--- src/rtl/csa9_operand_sequencer_if.sv ---
// Bundle of the operand stream, adder bank and result stream for csa9_operand_sequencer.
// chk_err is present only when CSA9_SELF_CHECK_EN is defined.
interface csa9_operand_sequencer_if;
  logic         in_valid;
  logic         in_ready;
  logic [15:0]  in_data;
  logic         in_last;
  logic         flush;
  logic [143:0] op_bus;
  logic [19:0]  adder_sum;
  logic         out_valid;
  logic         out_ready;
  logic [19:0]  out_sum;
  logic [3:0]   out_count;
`ifdef CSA9_SELF_CHECK_EN
  logic         chk_err;

  modport master (
    output in_valid, in_data, in_last, flush, adder_sum, out_ready,
    input  in_ready, op_bus, out_valid, out_sum, out_count, chk_err
  );

  modport slave (
    input  in_valid, in_data, in_last, flush, adder_sum, out_ready,
    output in_ready, op_bus, out_valid, out_sum, out_count, chk_err
  );
`else
  modport master (
    output in_valid, in_data, in_last, flush, adder_sum, out_ready,
    input  in_ready, op_bus, out_valid, out_sum, out_count
  );

  modport slave (
    input  in_valid, in_data, in_last, flush, adder_sum, out_ready,
    output in_ready, op_bus, out_valid, out_sum, out_count
  );
`endif
endinterface

--- src/rtl/csa9_operand_sequencer.sv ---
// Streams up to 9 operands into a stable bank for the external CSA tree, waits SETTLE_CYCLES
// (1..15), then captures and hands off the sum. CSA9_SELF_CHECK_EN adds a sticky sum check.
module csa9_operand_sequencer #(
  parameter int unsigned SETTLE_CYCLES = 2
) (
  input logic                       clk,
  input logic                       rst_n,
  csa9_operand_sequencer_if.slave   bus
);

  localparam logic [3:0] SettleLoad = 4'(SETTLE_CYCLES - 1);

  typedef enum logic [1:0] {StFill, StSettle, StDone} state_e;

  state_e      state_q, state_d;
  logic [3:0]  cnt_q, cnt_d;
  logic [3:0]  ctr_q, ctr_d;
  logic [15:0] slot_q [9];
  logic [15:0] slot_d [9];
  logic        out_valid_q, out_valid_d;
  logic [19:0] out_sum_q, out_sum_d;
  logic [3:0]  out_count_q, out_count_d;
  logic        init_q;
  logic        in_ready;
  logic        accept;
  logic        capture;

  // init_q keeps in_ready low until the first clock after reset release.
  assign in_ready = init_q && (state_q == StFill);
  assign accept   = bus.in_valid && in_ready && !bus.flush;

  always_comb begin
    state_d     = state_q;
    cnt_d       = cnt_q;
    ctr_d       = ctr_q;
    slot_d      = slot_q;
    out_valid_d = out_valid_q;
    out_sum_d   = out_sum_q;
    out_count_d = out_count_q;
    capture     = 1'b0;

    if (bus.flush) begin
      state_d     = StFill;
      cnt_d       = 4'd0;
      ctr_d       = 4'd0;
      out_valid_d = 1'b0;
      for (int k = 0; k < 9; k++) slot_d[k] = 16'd0;
    end else begin
      unique case (state_q)
        StFill: begin
          if (accept) begin
            for (int k = 0; k < 9; k++) begin
              if (cnt_q == 4'(k)) slot_d[k] = bus.in_data;
            end
            cnt_d = cnt_q + 4'd1;
            if (cnt_q == 4'd8 || bus.in_last) begin
              state_d     = StSettle;
              ctr_d       = SettleLoad;
              out_count_d = cnt_q + 4'd1;
            end
          end
        end
        StSettle: begin
          if (ctr_q == 4'd0) begin
            capture     = 1'b1;
            out_sum_d   = bus.adder_sum;
            out_valid_d = 1'b1;
            state_d     = StDone;
          end else begin
            ctr_d = ctr_q - 4'd1;
          end
        end
        StDone: begin
          if (out_valid_q && bus.out_ready) begin
            out_valid_d = 1'b0;
            cnt_d       = 4'd0;
            state_d     = StFill;
            for (int k = 0; k < 9; k++) slot_d[k] = 16'd0;
          end
        end
        default: state_d = StFill;
      endcase
    end
  end

  always_ff @(posedge clk or negedge rst_n) begin
    if (!rst_n) begin
      state_q     <= StFill;
      cnt_q       <= 4'd0;
      ctr_q       <= 4'd0;
      out_valid_q <= 1'b0;
      out_sum_q   <= 20'd0;
      out_count_q <= 4'd0;
      init_q      <= 1'b0;
      for (int k = 0; k < 9; k++) slot_q[k] <= 16'd0;
    end else begin
      state_q     <= state_d;
      cnt_q       <= cnt_d;
      ctr_q       <= ctr_d;
      out_valid_q <= out_valid_d;
      out_sum_q   <= out_sum_d;
      out_count_q <= out_count_d;
      init_q      <= 1'b1;
      slot_q      <= slot_d;
    end
  end

  always_comb begin
    bus.op_bus = '0;
    for (int k = 0; k < 9; k++) bus.op_bus[16*k +: 16] = slot_q[k];
  end

  assign bus.in_ready  = in_ready;
  assign bus.out_valid = out_valid_q;
  assign bus.out_sum   = out_sum_q;
  assign bus.out_count = out_count_q;

`ifdef CSA9_SELF_CHECK_EN
  logic [19:0] ref_sum;
  logic        chk_err_q, chk_err_d;

  always_comb begin
    ref_sum = 20'd0;
    for (int k = 0; k < 9; k++) ref_sum = ref_sum + 20'(slot_q[k]);
  end

  always_comb begin
    chk_err_d = chk_err_q;
    if (bus.flush) begin
      chk_err_d = 1'b0;
    end else if (capture && (bus.adder_sum != ref_sum)) begin
      chk_err_d = 1'b1;
    end
  end

  always_ff @(posedge clk or negedge rst_n) begin
    if (!rst_n) chk_err_q <= 1'b0;
    else        chk_err_q <= chk_err_d;
  end

  assign bus.chk_err = chk_err_q;
`else
  logic unused_capture;
  assign unused_capture = capture;
`endif

endmodule

--- src/flat_wrapper.sv ---
// flat-port wrapper written by rule: the top's interface ports become plain ports
module csa9_operand_sequencer_flat 
#(
  parameter int unsigned SETTLE_CYCLES = 2
)
  (clk, rst_n, bus_in_valid, bus_in_data, bus_in_last, bus_flush, bus_adder_sum, bus_out_ready, bus_in_ready, bus_op_bus, bus_out_valid, bus_out_sum, bus_out_count);
  csa9_operand_sequencer_if bus_i ();
  input logic clk;
  input logic rst_n;
  input wire logic [$bits(bus_i.in_valid)-1:0] bus_in_valid;
  input wire logic [$bits(bus_i.in_data)-1:0] bus_in_data;
  input wire logic [$bits(bus_i.in_last)-1:0] bus_in_last;
  input wire logic [$bits(bus_i.flush)-1:0] bus_flush;
  input wire logic [$bits(bus_i.adder_sum)-1:0] bus_adder_sum;
  input wire logic [$bits(bus_i.out_ready)-1:0] bus_out_ready;
  output wire logic [$bits(bus_i.in_ready)-1:0] bus_in_ready;
  output wire logic [$bits(bus_i.op_bus)-1:0] bus_op_bus;
  output wire logic [$bits(bus_i.out_valid)-1:0] bus_out_valid;
  output wire logic [$bits(bus_i.out_sum)-1:0] bus_out_sum;
  output wire logic [$bits(bus_i.out_count)-1:0] bus_out_count;
  assign bus_i.in_valid = bus_in_valid;
  assign bus_i.in_data = bus_in_data;
  assign bus_i.in_last = bus_in_last;
  assign bus_i.flush = bus_flush;
  assign bus_i.adder_sum = bus_adder_sum;
  assign bus_i.out_ready = bus_out_ready;
  assign bus_in_ready = bus_i.in_ready;
  assign bus_op_bus = bus_i.op_bus;
  assign bus_out_valid = bus_i.out_valid;
  assign bus_out_sum = bus_i.out_sum;
  assign bus_out_count = bus_i.out_count;
  csa9_operand_sequencer #(.SETTLE_CYCLES(SETTLE_CYCLES)) u_core (.clk(clk), .rst_n(rst_n), .bus(bus_i));
endmodule
--- config.mk ---
export PLATFORM = sky130hd
export DESIGN_NAME = csa9_operand_sequencer_flat
export DESIGN_NICKNAME = d
export VERILOG_FILES = /design/src/rtl/csa9_operand_sequencer_if.sv /design/src/rtl/csa9_operand_sequencer.sv /design/src/flat_wrapper.sv
export SDC_FILE = /design/constraint.sdc
export NUM_CORES = 1
export LEC_CHECK = 0
export CORE_MARGIN = 1
export CORE_UTILIZATION = 25
export CTS_CLUSTER_DIAMETER = 30
export DETAILED_ROUTE_END_ITERATION = 7
export HOLD_SLACK_MARGIN = 0.12
export PLACE_DENSITY = 0.46
export RECOVER_POWER = 50
export SYNTH_ARGS = -nofsm -noshare
export SYNTH_HDL_FRONTEND = slang
export SYNTH_SLANG_ARGS = --single-unit
--- constraint.sdc ---
create_clock -name clk -period 2.24 [get_ports clk]
set_clock_uncertainty 0.15 [all_clocks]
set_input_delay 0.672 -clock clk [delete_from_list [all_inputs] [get_ports clk]]
set_output_delay 0.672 -clock clk [all_outputs]
set_load 0.03 [all_outputs]
==> parameters.txt, run 1 <==
Parameter                              Value

Run status
  Status ... complete, no violations

GRT
  Pin count of the biggest net entering global routing ... slightly below 60
  Met3 Usage GRT ... 0.0219
  First-pass GRT wire length ... 30,600 µm
  Gr usage total ... 0.141
  Met1 GRT Util ... 0.175
  Met2 global-route usage ... 0.246
  Initial antenna violation count ... 0
  Via count of the first global-routing pass ... roughly 5,000
  Overflow left after global routing ... 0
  Most congested layer reported by global routing ... met2

Clock network
  Worst-case clock buffer depth ... 2
  TritonCTS clock tree ... yes
  Clock latency of the later-clocked register in the worst-skew pair ... between 400 and 500 ps
  Library cell used as clock root buffer ... sky130_fd_sc_hd__clkbuf_16
  Number of buffers created by CTS ... 17
  CTS clock-pin slew for the worst setup and hold paths ... around 60 ps
  Total number of clock tree sinks ... between 150 and 200
  CTS H-tree depth ... 4

Detailed routing
  Total wirelength of the detailed-routed design ... between 20,000 and 25,000 µm
  Average vias per placed instance ... 4.27
  Vias ... 4,676
  DR pass1 iterations ... 4
  Drt first-iter violations ... about 180
  Drt drc ... 0
  Number of nets with antenna violations after detailed routing ... 0
  Routed length per instance ... ~18 µm

Setup path
  CP Depth ... 6
  Max stage delay cell, worst path ... sky130_fd_sc_hd__clkdlybuf4s50_1
  Data required time at the worst endpoint ... approximately 2400 ps
  Data arrival time at the worst-slack endpoint ... between 2000 and 2500 ps
  Critical Path Max Stage Delay ... ~450 ps
  Start-to-end type of the worst setup path ... in2reg
  Endpoint type of the worst setup path ... register
  Startpoint types ... primary input
  Maximum fanout along the worst path ... 16
  Gate family responsible for the most delay along the worst path ... buffers and inverters
  CP Cell Sequence ... clkdlybuf4s50_1 -> a31o_2 -> buf_4 -> a21oi_2 -> buf_12 -> mux2_2
  Worst Reg2Reg Path Length in Cells ... 6
  Buffer and inverter count on the worst path ... 3

Yosys
  Synthesized area divided by synthesized cell count ... 15.3 µm²
  Most area-consuming cells after synthesis ... sky130_fd_sc_hd__dfrtp_1 (63%), sky130_fd_sc_hd__mux2_2 (26%), sky130_fd_sc_hd__and2_1 (1.4%)
  Count of mapped cells out of synthesis ... about 470
  Cell Area, Synth ... a little over 0.007 mm²
  Post-synthesis net count ... 515
  Post-synthesis sequential area ratio ... 0.629
  Cell taking the most area after synthesis ... sky130_fd_sc_hd__dfrtp_1
  #FFs+latches synth ... 180
  Library cells used by synthesis ... 38
  Count of warnings emitted by yosys ... 0
  Top-area cell type share of the netlist area ... 0.629

Layout
  Number of filler cells placed in the layout ... approximately 2,800
  Fraction of final layout cells sized beyond drive strength 1 ... 0.358
  Ant. Diodes ... 0
  Area of the multi-input gates ... 0.00250 mm²
  Sequential Area ... between 0.004 and 0.005 mm²
  Non-Filler Instances ... 1,095
  Finished Cell Area ... between 0.01 and 0.015 mm²
  Area Growth Syn to Fin ... 47.1%
  Number of nets in the layout ... approximately 750

Run
  Max Cap Violations ... 0

Die
  Horizontal die dimension ... 171 µm
  Cell Rows ... just over 60
  Number of top-level design ports ... around 210
  Starting utilization of the core area ... 0.256
  Total Die Area ... about 0.03 mm²
  Overall die height ... ~170 µm
  Core region area ... 0.0280 mm²

Timing
  Portion of the clock cycle consumed by the worst path in the final layout ... 0.954
  Final hold violation count ... 0
  Number of slew-limit violations in the final report ... 0
  Setup repair after global routing missed its margin ... false
  Max-slew headroom ... 0.387
  Actual slew at the worst max-slew pin ... a little over 900 ps
  Setup WS post-layout ... a little over 100 ps
  Number of setup violations in the final report ... 0
  Max frequency ... approximately 0.47 GHz
  Tmin final ... approximately 2100 ps

Placed design
  Post-Place Cell Area ... approximately 0.010 mm²
  Post-placement setup slack ... -757 ps
  HPWL Detailed ... around 14,000 µm
  GPL Wtd Cong ... approximately 0.75
  Count of input and output buffers ... roughly 210
  Placed Cells ... around 1,100

Pwr
  Internal power component ... roughly 0.0063 W
  Clk pwr share ... 0.345
  Leakage power ... between 5 and 6 nW
  Sw Pwr ... ~0.0028 W
  Relative contribution of combinational cells to total power ... 0.237
  Power density of the placed cells ... 867 mW/mm²
  Total power ... a little over 0.009 W
  Switching Share ... 0.309
  Flop pwr share ... 0.418
  VDD IR max ... roughly 0.00043 V

Worst hold path
  Depth of the worst hold-timing path ... 1
  Worst hold-check path type ... reg2reg
## final timing paths
path	slack [ps]	startpoint	endpoint
min	350	u_core.bus.op_bus[65]	u_core.bus.op_bus[65]
min in group asynchronous	770	rst_n	u_core.bus.op_bus[82]
max in group asynchronous	260	rst_n	u_core.bus.op_bus[33]
max reg2reg	170	u_core.cnt_q[0]	u_core.bus.out_count[1]
min reg2reg	350	u_core.bus.op_bus[65]	u_core.bus.op_bus[65]
max	100	bus_out_ready	u_core.bus.op_bus[120]
## area by class of cell
| class | instances | share of cell area |
|---|---|---|
| clock buffers | 19 | 0.0430 |
| clock inverters | 12 | 0.0160 |
| inverters | 6 | 0.00214 |
| multi-input cells | 250 | 0.238 |
| flip-flops and latches | 180 | 0.427 |
| well taps | 378 | 0.0449 |
| repair buffers | 250 | 0.229 |
## cell usage after synthesis, drive strengths merged
cell and n:
a211oi 2, nor3b 5, nand2b 4, dfrtp 180
inv 6, nor2b 3, nand3b 1, nand2 5
nand4bb 1, buf 11, a21oi 11, a31o 1
nor2 9, ha 5, clkbuf 21, nor3 4
a21o 2, or2 1, xor2 1, or3 1
o2bb2ai 2, o21ai 1, a31oi 1, and2 16
conb 1, o32ai 2, a2111oi 1, mux2 167
a22o 1, nand3 1, o41ai 1
## metrics by stage
stage / TNS [ps] / util / hold slack [ps]
after floorplan: 0 / - / 226
after global routing: 0 / 0.376 / 358
final: 0 / 0.376 / 347
after CTS: 0 / 0.376 / 353
after detailed placement: -73900 / 0.360 / 341
after global placement: -71480 / 0.360 / 336
## flip-flops by register name, indices dropped and copies added, names as in the netlist
name                  flops
u_core.bus.out_sum       20
u_core.cnt_q              4
u_core.bus.op_bus       144
u_core.state_q            2
u_core.bus.out_count      4
u_core.bus.out_valid      1
u_core.ctr_q              4
u_core.init_q             1
## power by group through the flow
stage / logic, W / clock network [W] / registers, W
5_1_grt: 0.00229 / 0.00338 / 0.00387
3_5_place_dp: 0.00246 / 0 / 0.00390
4_1_cts: 0.00221 / 0.00326 / 0.00382
6_report: 0.00216 / 0.00315 / 0.00382
3_3_place_gp: 0.00245 / 0 / 0.00388
2_1_floorplan: 0.000519 / 0 / 0.00463
## per-layer routing
| metal | share of wire | wire [µm] | vias to the layer above |
|---|---|---|---|
| li1 | - | - | 2118 |
| met1 | 0.43 | 8540 | 2421 |
| met2 | 0.52 | 10400 | 115 |
| met3 | 0.033 | 655 | 22 |
| met4 | 0.022 | 439 | 0 |
| met5 | 0 | 0 | - |
## timing repair
action,in CTS,in global routing
hold buffers,1,0
gates resized for setup,172,6
pin swaps,0,2
endpoints found under the hold margin,23,0
buffers inserted,0,1
endpoints found under the setup margin,233,13
## cell families after synthesis
family | synth area share
muxes | 0.262
and+or+nand+nor | 0.0435
xor gates and xnor gates | 0.00122
buffers and inverters | 0.0274
AOI/OAI and AO/OA | 0.0276
other | 0.000523
adders and majority gates | 0.00873
DFF | 0.629
## layout by cell type, fill, tap and decap left out, types with 2 or more instances in the layout
master / n
sky130_fd_sc_hd__inv_1: 6
sky130_fd_sc_hd__clkbuf_16: 17
sky130_fd_sc_hd__nand2_1: 5
sky130_fd_sc_hd__inv_6: 3
sky130_fd_sc_hd__clkdlybuf4s50_1: 39
sky130_fd_sc_hd__a21oi_1: 4
sky130_fd_sc_hd__inv_8: 2
sky130_fd_sc_hd__nor2b_1: 3
sky130_fd_sc_hd__buf_12: 18
sky130_fd_sc_hd__bufinv_16: 3
sky130_fd_sc_hd__o2bb2ai_1: 2
sky130_fd_sc_hd__ha_1: 5
sky130_fd_sc_hd__clkbuf_8: 2
sky130_fd_sc_hd__buf_4: 18
sky130_fd_sc_hd__nor3_1: 3
sky130_fd_sc_hd__and2_2: 2
sky130_fd_sc_hd__dlygate4sd2_1: 169
sky130_fd_sc_hd__a21oi_2: 7
sky130_fd_sc_hd__nand2b_1: 4
sky130_fd_sc_hd__a21o_1: 2
sky130_fd_sc_hd__nor2_1: 7
sky130_fd_sc_hd__o32ai_1: 2
sky130_fd_sc_hd__clkbuf_2: 3
sky130_fd_sc_hd__mux2_2: 167
sky130_fd_sc_hd__and2_1: 14
sky130_fd_sc_hd__dfrtp_1: 180
sky130_fd_sc_hd__nor3b_2: 2
sky130_fd_sc_hd__clkinv_4: 2
sky130_fd_sc_hd__nor3b_1: 2
(Power assumes the default switching activity.)
==> run 2, diff against run 1 <==
- ABC_CLOCK_PERIOD_IN_PS: unset -> 2240
- RECOVER_POWER: 50 -> unset
- REMOVE_ABC_BUFFERS: unset -> 1
==> parameters.txt, run 2 (synthesis gave the netlist of run 1 again) <==
Parameter                              Value

Run status
  Status ... complete, no violations

Setup path
  Maximum fanout along the worst path ... 7 (-9)
  Data arrival time at the worst-slack endpoint ... 2360 ps (+80 ps)
  R2R Path End ... u_core.bus.op_bus[85]
  Launching point of the worst reg2reg path ... u_core.state_q[0]
  Worst Reg2Reg Path Length in Cells ... 7 (+1)
  Start-to-end type of the worst setup path ... in2reg
  Startpoint types ... primary input
  Data required time at the worst endpoint ... 2400 ps (about the same)
  Endpoint type of the worst setup path ... register
  Worst-case register-to-register setup slack ... 100 ps (-70 ps)

GRT
  Via count of the first global-routing pass ... 4,964 (-2.0%)
  Gr usage total ... 0.150 (+0.00847)
  First-pass GRT wire length ... 32,000 µm (+4.4%)
  Initial antenna violation count ... 0 (unchanged)
  Overflow left after global routing ... 0 (unchanged)
  Pin count of the biggest net entering global routing ... 48 (-17%)

Timing
  Number of slew-limit violations in the final report ... 0 (unchanged)
  Tmin final ... 2200 ps (+62.6 ps)
  Max-slew headroom ... 0.616 (+0.229)
  Final hold violation count ... 0 (unchanged)
  Setup repair after global routing missed its margin ... false
  Worst hold margin ... 349 ps (+1.57 ps)
  Number of setup violations in the final report ... 0 (unchanged)
  Max frequency ... 0.455 GHz (-2.8%)
  Portion of the clock cycle consumed by the worst path in the final layout ... 0.982 (+0.0279)
  Actual slew at the worst max-slew pin ... 573 ps (-347 ps)

Detailed routing
  Vias ... 4,636 (-0.86%)
  Average vias per placed instance ... 4.21 (-1.3%)
  Number of nets with antenna violations after detailed routing ... 0 (unchanged)
  DR pass1 iterations ... 4 (unchanged)
  Drt drc ... 0 (unchanged)
  Total wirelength of the detailed-routed design ... 21,400 µm (+6.9%)
  Drt first-iter violations ... 131 (-26%)
  Routed length per instance ... 19.5 µm (+6.4%)

Clock network
  Number of buffers created by CTS ... 17 (unchanged)
  Total number of clock tree sinks ... 180 (unchanged)
  Worst-case clock buffer depth ... 2 (unchanged)
  Clock latency of the later-clocked register in the worst-skew pair ... 420 ps (about the same)
  CTS H-tree depth ... 4 (unchanged)
  TritonCTS clock tree ... yes
  Library cell used as clock root buffer ... sky130_fd_sc_hd__clkbuf_16
  CTS clock-pin slew for the worst setup and hold paths ... 70 ps (about the same)

Pwr
  Clk pwr share ... 0.346 (about the same)
  Switching Share ... 0.319 (+0.00954)
  Flop pwr share ... 0.417 (about the same)
  Relative contribution of combinational cells to total power ... 0.237 (about the same)
  VDD IR max ... 0.000362 V (-16%)
  Power density of the placed cells ... 867 mW/mm² (about the same)
  Leakage power ... 5.25 nW (+0.41%)
  Sw Pwr ... 0.00293 W (+3.7%)
  Internal power component ... 0.00626 W (-0.78%)

Die
  Starting utilization of the core area ... 0.256 (unchanged)
  Horizontal die dimension ... 171 µm (unchanged)
  Total Die Area ... 0.0293 mm² (unchanged)
  Cell Rows ... 61 (unchanged)
  Core region area ... 0.0280 mm² (unchanged)
  Number of top-level design ports ... 212 (unchanged)
  Overall die height ... 171 µm (unchanged)

Layout
  Area Growth Syn to Fin ... 47.9%
  Top library cells by usage in the layout, fill and taps aside ... sky130_fd_sc_hd__dfrtp_1 (180), sky130_fd_sc_hd__dlygate4sd2_1 (171), sky130_fd_sc_hd__mux2_2 (166)
  Leading cell type in the layout, fill and taps excluded ... sky130_fd_sc_hd__dfrtp_1
  Number of nets in the layout ... 756 (+0.53%)
  Final core utilization ... 0.378 (+0.00201)
  Fraction of final layout cells sized beyond drive strength 1 ... 0.360 (+0.00167)
  Number of filler cells placed in the layout ... 2,696 (-2.4%)
  Ant. Diodes ... 0 (unchanged)
  Flip-flop count of the largest register after layout ... 144 (unchanged)

Placed design
  GPL Wtd Cong ... 0.786 (+5.4%)
  HPWL Detailed ... 14,900 µm (+4.0%)
  Count of input and output buffers ... 211 (unchanged)

Worst hold path
  Destination of the worst hold path ... u_core.bus.op_bus[93]
  Worst hold-check path type ... reg2reg
  Launch instance of the worst min-delay path ... u_core.bus.op_bus[93]
  Depth of the worst hold-timing path ... 1 (unchanged)

Run
  Max Cap Violations ... 0 (unchanged)
-- run 2: what timing repair did --
item,in CTS,in global routing
resized for setup,179,1
hold endpoints to repair,30,0
setup buffers,17,0
hold buffers,1,0
pin swaps,1,0
endpoints found under the setup margin,314,1
-- run 2: area by class of cell --
| cell class | instances | area [µm²] | share of cell area |
|---|---|---|---|
| Clock buffer | 17 | 425 | 0.0401 |
| Clock inverter | 15 | 198 | 0.0187 |
| Timing Repair Buffer | 254 | 2420 | 0.228 |
| Multi-Input combinational cell | 250 | 2560 | 0.241 |
| Sequential cell | 180 | 4500 | 0.425 |
| Inverter | 6 | 22.5 | 0.00213 |
| Tap cell | 378 | 473 | 0.0446 |
-- run 2: how the worst max path moves through the flow --
stage                       from                     end  slack (ps)  cells past startpoint
6_report           bus_out_ready   u_core.bus.op_bus[71]          40                      6
5_1_grt        u_core.state_q[0]  u_core.bus.op_bus[114]           9                      7
4_1_cts        u_core.state_q[1]            bus_in_ready          30                      3
3_5_place_dp           bus_flush  u_core.bus.op_bus[102]        -890                      5
3_3_place_gp           bus_flush   u_core.bus.op_bus[99]        -880                      5
2_1_floorplan       bus_in_valid    u_core.bus.op_bus[0]         -30                      4
-- run 2: power groups by stage --
| stage | sequential, W | clock (W) | combinational, W |
|---|---|---|---|
| floorplan | 0.00463 | 0 | 0.000489 |
| global placement | 0.00390 | 0 | 0.00241 |
| global route | 0.00388 | 0.00340 | 0.00230 |
| detailed placement | 0.00391 | 0 | 0.00243 |
| CTS | 0.00383 | 0.00327 | 0.00222 |
| finish | 0.00383 | 0.00318 | 0.00218 |
-- run 2: through the flow --
stage                     power [W]  setup TNS, ps  cell area (µm²)  instances  setup WS, ps
after global placement      0.00632        -109650             9920       1050          -881
after CTS                   0.00932              0            10600       1100          30.4
after global routing        0.00958              0            10600       1100          9.00
after detailed placement    0.00634        -114050             9920       1050          -888
after floorplan             0.00511          -2900             6990        436         -32.7
final                       0.00919              0            10600       1100          41.1
-- run 2: worst max-delay path: stages --
cell	delay, ps
sky130_fd_sc_hd__clkdlybuf4s50_1	470
sky130_fd_sc_hd__a31o_4	330
sky130_fd_sc_hd__buf_12	160
sky130_fd_sc_hd__a21oi_4	170
sky130_fd_sc_hd__buf_4	210
sky130_fd_sc_hd__mux2_2	340
-- run 2: routing by layer --
layer,part of all wire,global-route usage,vias to the layer above
met4,0.010,0.0408,0
li1,-,-,2119
met3,0.051,0.0366,14
met1,0.44,0.191,2392
met5,0,0,-
met2,0.50,0.251,111
==> run 3, diff against run 2 <==
- CORE_MARGIN: 1 -> unset
- CTS_CLUSTER_SIZE: unset -> 8
==> results of run 3 <==
The final DEF is identical to that of run 2; final timing and power are the same.
